`src/rtl/cmos_stream_tx.sv`:
```
// CMOS-style frame-timed video transmitter: pulls pixels from a valid/ready source and emits vsync/href/clken/data.
// Build option CMOS_TX_PATTERN_EN adds pat_sel, selecting an internal coordinate test pattern per frame.
module cmos_stream_tx #(
  parameter int IMG_HDISP = 640,
  parameter int IMG_VDISP = 480,
  parameter int H_BLANK   = 160,
  parameter int V_SYNC    = 4,
  parameter int V_BACK    = 10,
  parameter int V_FRONT   = 10,
  parameter int DW        = 24
) (
  input  logic          clk,
  input  logic          rst_n,
  input  logic          enable,
  input  logic          pix_valid,
  input  logic [DW-1:0] pix_data,
`ifdef CMOS_TX_PATTERN_EN
  input  logic          pat_sel,
`endif
  output logic          pix_ready,
  output logic          cmos_vsync,
  output logic          cmos_href,
  output logic          cmos_clken,
  output logic [DW-1:0] cmos_data,
  output logic [15:0]   x_pos,
  output logic [15:0]   y_pos,
  output logic          frame_done,
  output logic          underflow,
  output logic [2:0]    dbg_state
);

  localparam int          H_TOTAL = IMG_HDISP + H_BLANK;
  localparam logic [15:0] H_LAST  = 16'(H_TOTAL - 1);
  localparam logic [15:0] H_ACT   = 16'(IMG_HDISP);

  localparam logic [2:0] IDLE   = 3'd0;
  localparam logic [2:0] SYNC   = 3'd1;
  localparam logic [2:0] BACK   = 3'd2;
  localparam logic [2:0] ACTIVE = 3'd3;
  localparam logic [2:0] FRONT  = 3'd4;

  logic [2:0]  state, state_nxt;
  logic [15:0] h_cnt, line_cnt, state_lines;
  logic        line_end, state_end, active_cyc, use_pat;

  assign dbg_state = state;

  always_comb begin
    case (state)
      SYNC:    state_lines = 16'(V_SYNC);
      BACK:    state_lines = 16'(V_BACK);
      ACTIVE:  state_lines = 16'(IMG_VDISP);
      FRONT:   state_lines = 16'(V_FRONT);
      default: state_lines = 16'd1;
    endcase
  end

  assign line_end   = (h_cnt == H_LAST);
  assign state_end  = line_end && (line_cnt == state_lines - 16'd1);
  assign active_cyc = (state == ACTIVE) && (h_cnt < H_ACT);

  // Transitions happen only on the last cycle of a state's final line, so frames are never cut short.
  always_comb begin
    state_nxt = state;
    case (state)
      IDLE:    if (enable)    state_nxt = SYNC;
      SYNC:    if (state_end) state_nxt = BACK;
      BACK:    if (state_end) state_nxt = ACTIVE;
      ACTIVE:  if (state_end) state_nxt = FRONT;
      FRONT:   if (state_end) state_nxt = enable ? SYNC : IDLE;
      default: state_nxt = IDLE;
    endcase
  end

  always_ff @(posedge clk or negedge rst_n) begin
    if (!rst_n) begin
      state    <= IDLE;
      h_cnt    <= 16'd0;
      line_cnt <= 16'd0;
    end else begin
      state <= state_nxt;
      if (state == IDLE) begin
        h_cnt    <= 16'd0;
        line_cnt <= 16'd0;
      end else begin
        h_cnt <= line_end ? 16'd0 : h_cnt + 16'd1;
        if (state_end)     line_cnt <= 16'd0;
        else if (line_end) line_cnt <= line_cnt + 16'd1;
      end
    end
  end

`ifdef CMOS_TX_PATTERN_EN
  logic        pat_q;
  logic [23:0] pat_px;

  // Pattern choice is latched on frame entry so a frame is never mixed.
  always_ff @(posedge clk or negedge rst_n) begin
    if (!rst_n)                                  pat_q <= 1'b0;
    else if (state_nxt == SYNC && state != SYNC) pat_q <= pat_sel;
  end

  assign use_pat = pat_q;
  assign pat_px  = {h_cnt[7:0], line_cnt[7:0], h_cnt[7:0] ^ line_cnt[7:0]};
`else
  assign use_pat = 1'b0;
`endif

  // Handshake: a pixel transfers on a rising edge where pix_valid && pix_ready. pix_ready depends only
  // on timing state (never on pix_valid); if valid is low in a ready cycle the slot goes out as 0.
  assign pix_ready = active_cyc && !use_pat;

  always_ff @(posedge clk or negedge rst_n) begin
    if (!rst_n) begin
      cmos_vsync <= 1'b0;
      cmos_href  <= 1'b0;
      cmos_clken <= 1'b0;
      cmos_data  <= '0;
      x_pos      <= 16'd0;
      y_pos      <= 16'd0;
      frame_done <= 1'b0;
      underflow  <= 1'b0;
    end else begin
      cmos_vsync <= (state == SYNC);
      cmos_href  <= active_cyc;
      cmos_clken <= active_cyc;
      x_pos      <= active_cyc ? h_cnt : 16'd0;
      y_pos      <= active_cyc ? line_cnt : 16'd0;
      frame_done <= (state == FRONT) && state_end;
      if (active_cyc && !use_pat && !pix_valid) underflow <= 1'b1;
      if (!active_cyc)         cmos_data <= '0;
`ifdef CMOS_TX_PATTERN_EN
      else if (use_pat)        cmos_data <= DW'(pat_px);
`endif
      else if (pix_valid)      cmos_data <= pix_data;
      else                     cmos_data <= '0;
    end
  end

endmodule

```
`config.mk`:
```
export PLATFORM = sky130hd
export DESIGN_NAME = cmos_stream_tx
export DESIGN_NICKNAME = d
export VERILOG_FILES = /design/src/rtl/cmos_stream_tx.sv
export SDC_FILE = /design/constraint.sdc
export NUM_CORES = 1
export LEC_CHECK = 0
export ABC_CLOCK_PERIOD_IN_PS = 4300
export BUFFER_PORTS_ARGS = -buffer_cell sky130_fd_sc_hd__buf_4
export CORE_UTILIZATION = 50
export CTS_CLUSTER_DIAMETER = 30
export DETAILED_ROUTE_END_ITERATION = 8
export GPL_TIMING_DRIVEN = 0
export MAX_ROUTING_LAYER = met4
export PLACE_DENSITY = 0.84
export REMOVE_ABC_BUFFERS = 1
export SETUP_SLACK_MARGIN = 0.02
export SYNTH_ARGS = -nofsm -noshare
export SYNTH_HDL_FRONTEND = slang
export SYNTH_SLANG_ARGS = --single-unit
```
`constraint.sdc`:
```
create_clock -name clk -period 4.3 [get_ports clk]
set_input_delay 0.43 -clock clk [delete_from_list [all_inputs] [get_ports clk]]
set_output_delay 0.43 -clock clk [all_outputs]
set_load 0.1 [all_outputs]
```
==> metrics.yaml <==
layout:
  fin_nets: 475
  area_delta_synth_final_pct: 23.6
  seq_area_um2: 2380
  fillers: 561
  multi_input_area_um2: 1490
  antenna_cells: 0
  layout-drive-gt1-share_pct: 26.7
worst_setup_path:
  r2r_cells: 7
  path_depth: 4
  cp-start-kind: "register"
  endpoint_kind: "primary output"
  worstSetupPathType: "reg -> out"
  worstPathCellList: "nor4_2, nor3b_2, and3_2, buf_4"
  crit_required_ps: 3870
  worst-path-max-fanout: 53
  worstPathArrival_ps: 2520
  critical_path.slowest_cell: "and3_2"
  cpLargestDelayFamily: "simple AND/OR/NAND/NOR gates"
  crit_buf_inv: 1
  reg2reg_slack_ps: 1920
  cp_slowest_stage_delay_ps: 710
floorplanning:
  io_pins: 93
  die_y_um: 91.4
  fp.dieW_um: 91.4
  row_count: 32
  start_util_pct: 51.7
  dieArea_um2: 8350
  core_um2: 7730
global_routing:
  grt_pass1_vias: 2753
  antenna_found_initial: 0
  grt_use_total_pct: 21.3
  grt_max_degree: 96
  grt_pass1_wl_um: 13400
  grt_overflow: 0
route:
  first_pass_iters: 4
  wl_per_cell_um: 14.4
  drt-total-wl_um: 7950
  drc_errors: 0
  ant_nets: 0
  via_per_inst: 5.35
  num_vias: 2949
  drt-initial-drc-count: 222
placement:
  hpwl_um: 5290
  gp_congestion: 0.867
  pre_cts_slack_ps: 1280
  port_buffers: 92
clock_network:
  holdBufCountCts: 0
  numCtsBuffers: 9
  clkTransAtPathRegs_ps: 90
  cts-root-buf: "clkbuf_8"
  clock_sink_count: 95
  post-cts-setup-buffers: 0
  clk_latency_ps: 360
  h-tree-depth: 3
  cts_buffer_depth: 2
  cts_tree: "yes"
  cts_resized: 0
timing:
  tightest_slew_ps: 1130
  drv_slew: 0
  min_period_over_period_pct: 68.7
  setup_viol: 0
  tns_ps: 0
  rsz0062_at_grt: "no"
  period_needed_ps: 2950
  slew_headroom_pct: 24.6
  max_freq_ghz: 0.339
  finalHoldViolations: 0
  fin_skew_ps: 6.27
  fin_ws_ps: 1350
pwr:
  vdd_drop_max_uv: 150
  p_per_area_nw_per_um2: 351
  intPower_mw: 1.30
  p_leak_nw: 2.55
  finalPower_mw: 1.73
  swShare_pct: 25.0
  clkPwrFrac_pct: 36.9
  pwr-share-comb_pct: 8.4
  power_switching_mw: 0.434
  pwr-share-seq_pct: 54.7
yosys:
  synth_edf_count: 0
  ys.warnings.count: 0
  ys_seq_area_share_pct: 59.5
  synth_top_family_by_area: "simple AND/OR/NAND/NOR gates"
  synth_commonest_cells: "dfrtp_1 (95), and3_1 (32), nor2_1 (30), and2_1 (29), nand2_1 (24)"
  synth_seq_cells: 95
  synth_simple_gate_area_share_pct: 24.4
  syn_inst: 358
  yosysTopAreaCellShare_pct: 59.5
  synth-xor-area-share_pct: 3.51
  synth_mux_area_share_pct: 0.251
  yosysMostFrequentCell: "dfrtp_1"
  synth-adder-area-share_pct: 0.627
  synth_async_sr_flop_share_pct: 100
  synth.area.top_cells: "dfrtp_1 (60%), and3_1 (5.0%), and2_1 (4.5%), nor2_1 (2.8%), nand3_1 (2.6%)"
  synth_compound_area_share_pct: 7.80
  ys.flop_type: "dfrtp_1"
  syn_avg_cell_area_um2: 11.2
  yosysUniqueCellTypes: 51
  synth_top_area_cell: "dfrtp_1"
  syn_area_um2: 3990
outcome:
  status: "finished, final reports clean"
run:
  maxCapViolations: 0
min_path:
  hold_path.class: "in -> async"
-- cell families (layout without fill, tap and decap cells) --
group	Yosys count	in the layout
muxes	1	1
AOI/OAI and AO/OA	38	38
adders and majority gates	2	2
other	1	6
xor gates and xnor gates	16	16
DFF	95	95
buffers and inverters	30	116
and+or+nand+nor	175	175
-- cell type report --
class | instances | share of cell area (%)
Inverter | 9 | 0.685
Sequential cell | 95 | 48.2
Tap cell | 102 | 2.59
Clock inverter | 6 | 1.93
Multi-Input combinational cell | 238 | 30.1
Timing Repair Buffer | 92 | 14.0
Clock buffer | 9 | 2.51
-- power by group through the flow --
| stage | clock network, mW | logic (mW) | registers (mW) |
|---|---|---|---|
| after floorplan | 0 | 0.0548 | 0.991 |
| after global placement | 0 | 0.143 | 0.963 |
| after detailed placement | 0 | 0.147 | 0.965 |
| after CTS | 0.648 | 0.148 | 0.947 |
| after global routing | 0.692 | 0.160 | 0.951 |
| final | 0.639 | 0.145 | 0.948 |
-- cell usage in the layout (no fill, tap or decap), types with 3 or more instances in the layout --
| master | Yosys | layout |
|---|---|---|
| nor4_1 | 4 | 4 |
| o21ai_0 | 8 | 8 |
| xnor2_1 | 7 | 7 |
| or3_1 | 4 | 4 |
| dfrtp_1 | 95 | 95 |
| or4_1 | 3 | 3 |
| xor2_1 | 9 | 9 |
| nand2_1 | 24 | 24 |
| nand2b_1 | 3 | 3 |
| a21o_1 | 5 | 5 |
| buf_4 | 4 | 92 |
| conb_1 | 1 | 6 |
| nand3b_1 | 3 | 3 |
| nor3_1 | 5 | 5 |
| clkinv_4 | 0 | 3 |
| clkbuf_8 | 0 | 9 |
| nand4_1 | 6 | 6 |
| nand3_1 | 21 | 21 |
| a21oi_1 | 5 | 5 |
| inv_1 | 9 | 9 |
| and3_1 | 32 | 31 |
| and2_1 | 29 | 29 |
| nor2_1 | 30 | 30 |
| o211ai_1 | 5 | 5 |
-- layer usage --
metal  up-vias  share of wire [%]  track usage [%]
met5         -                  0                -
met2       130                 47             32.0
met4         0                1.9             8.20
met1      1401                 44             28.5
met3        15                6.7             4.77
li1       1403                  -                -
-- metrics by stage --
step / instances / hold slack [ps] / area [µm²] / utilization (%)
final: 551 / 283 / 4930 / 63.9
after global routing: 551 / 292 / 4930 / 63.9
after CTS: 551 / 293 / 4930 / 63.8
after detailed placement: 536 / 476 / 4710 / 61.0
after global placement: 536 / 440 / 4710 / 61.0
after floorplan: 342 / 134 / 3900 / -
-- worst paths after layout --
check	startpoint	endpoint
setup / recovery	h_cnt[12]$_DFF_PN0_	pix_ready
hold / removal	rst_n	cmos_data[10]$_DFF_PN0_
setup reg to reg	h_cnt[0]$_DFF_PN0_	line_cnt[5]$_DFFE_PN0P_
hold reg to reg	underflow$_DFFE_PN0P_	underflow$_DFFE_PN0P_
max in group asynchronous	rst_n	h_cnt[13]$_DFF_PN0_
min in group clk	pix_data[8]	cmos_data[8]$_DFF_PN0_
-- sequential cells by signal (all words and copies together), names as in the netlist --
name        flops
dbg_state       3
frame_done      1
y_pos          16
h_cnt          16
underflow       1
cmos_clken      1
cmos_data      24
x_pos          16
line_cnt       16
cmos_vsync      1
Note: power is estimated with default switching activity, not from simulation.
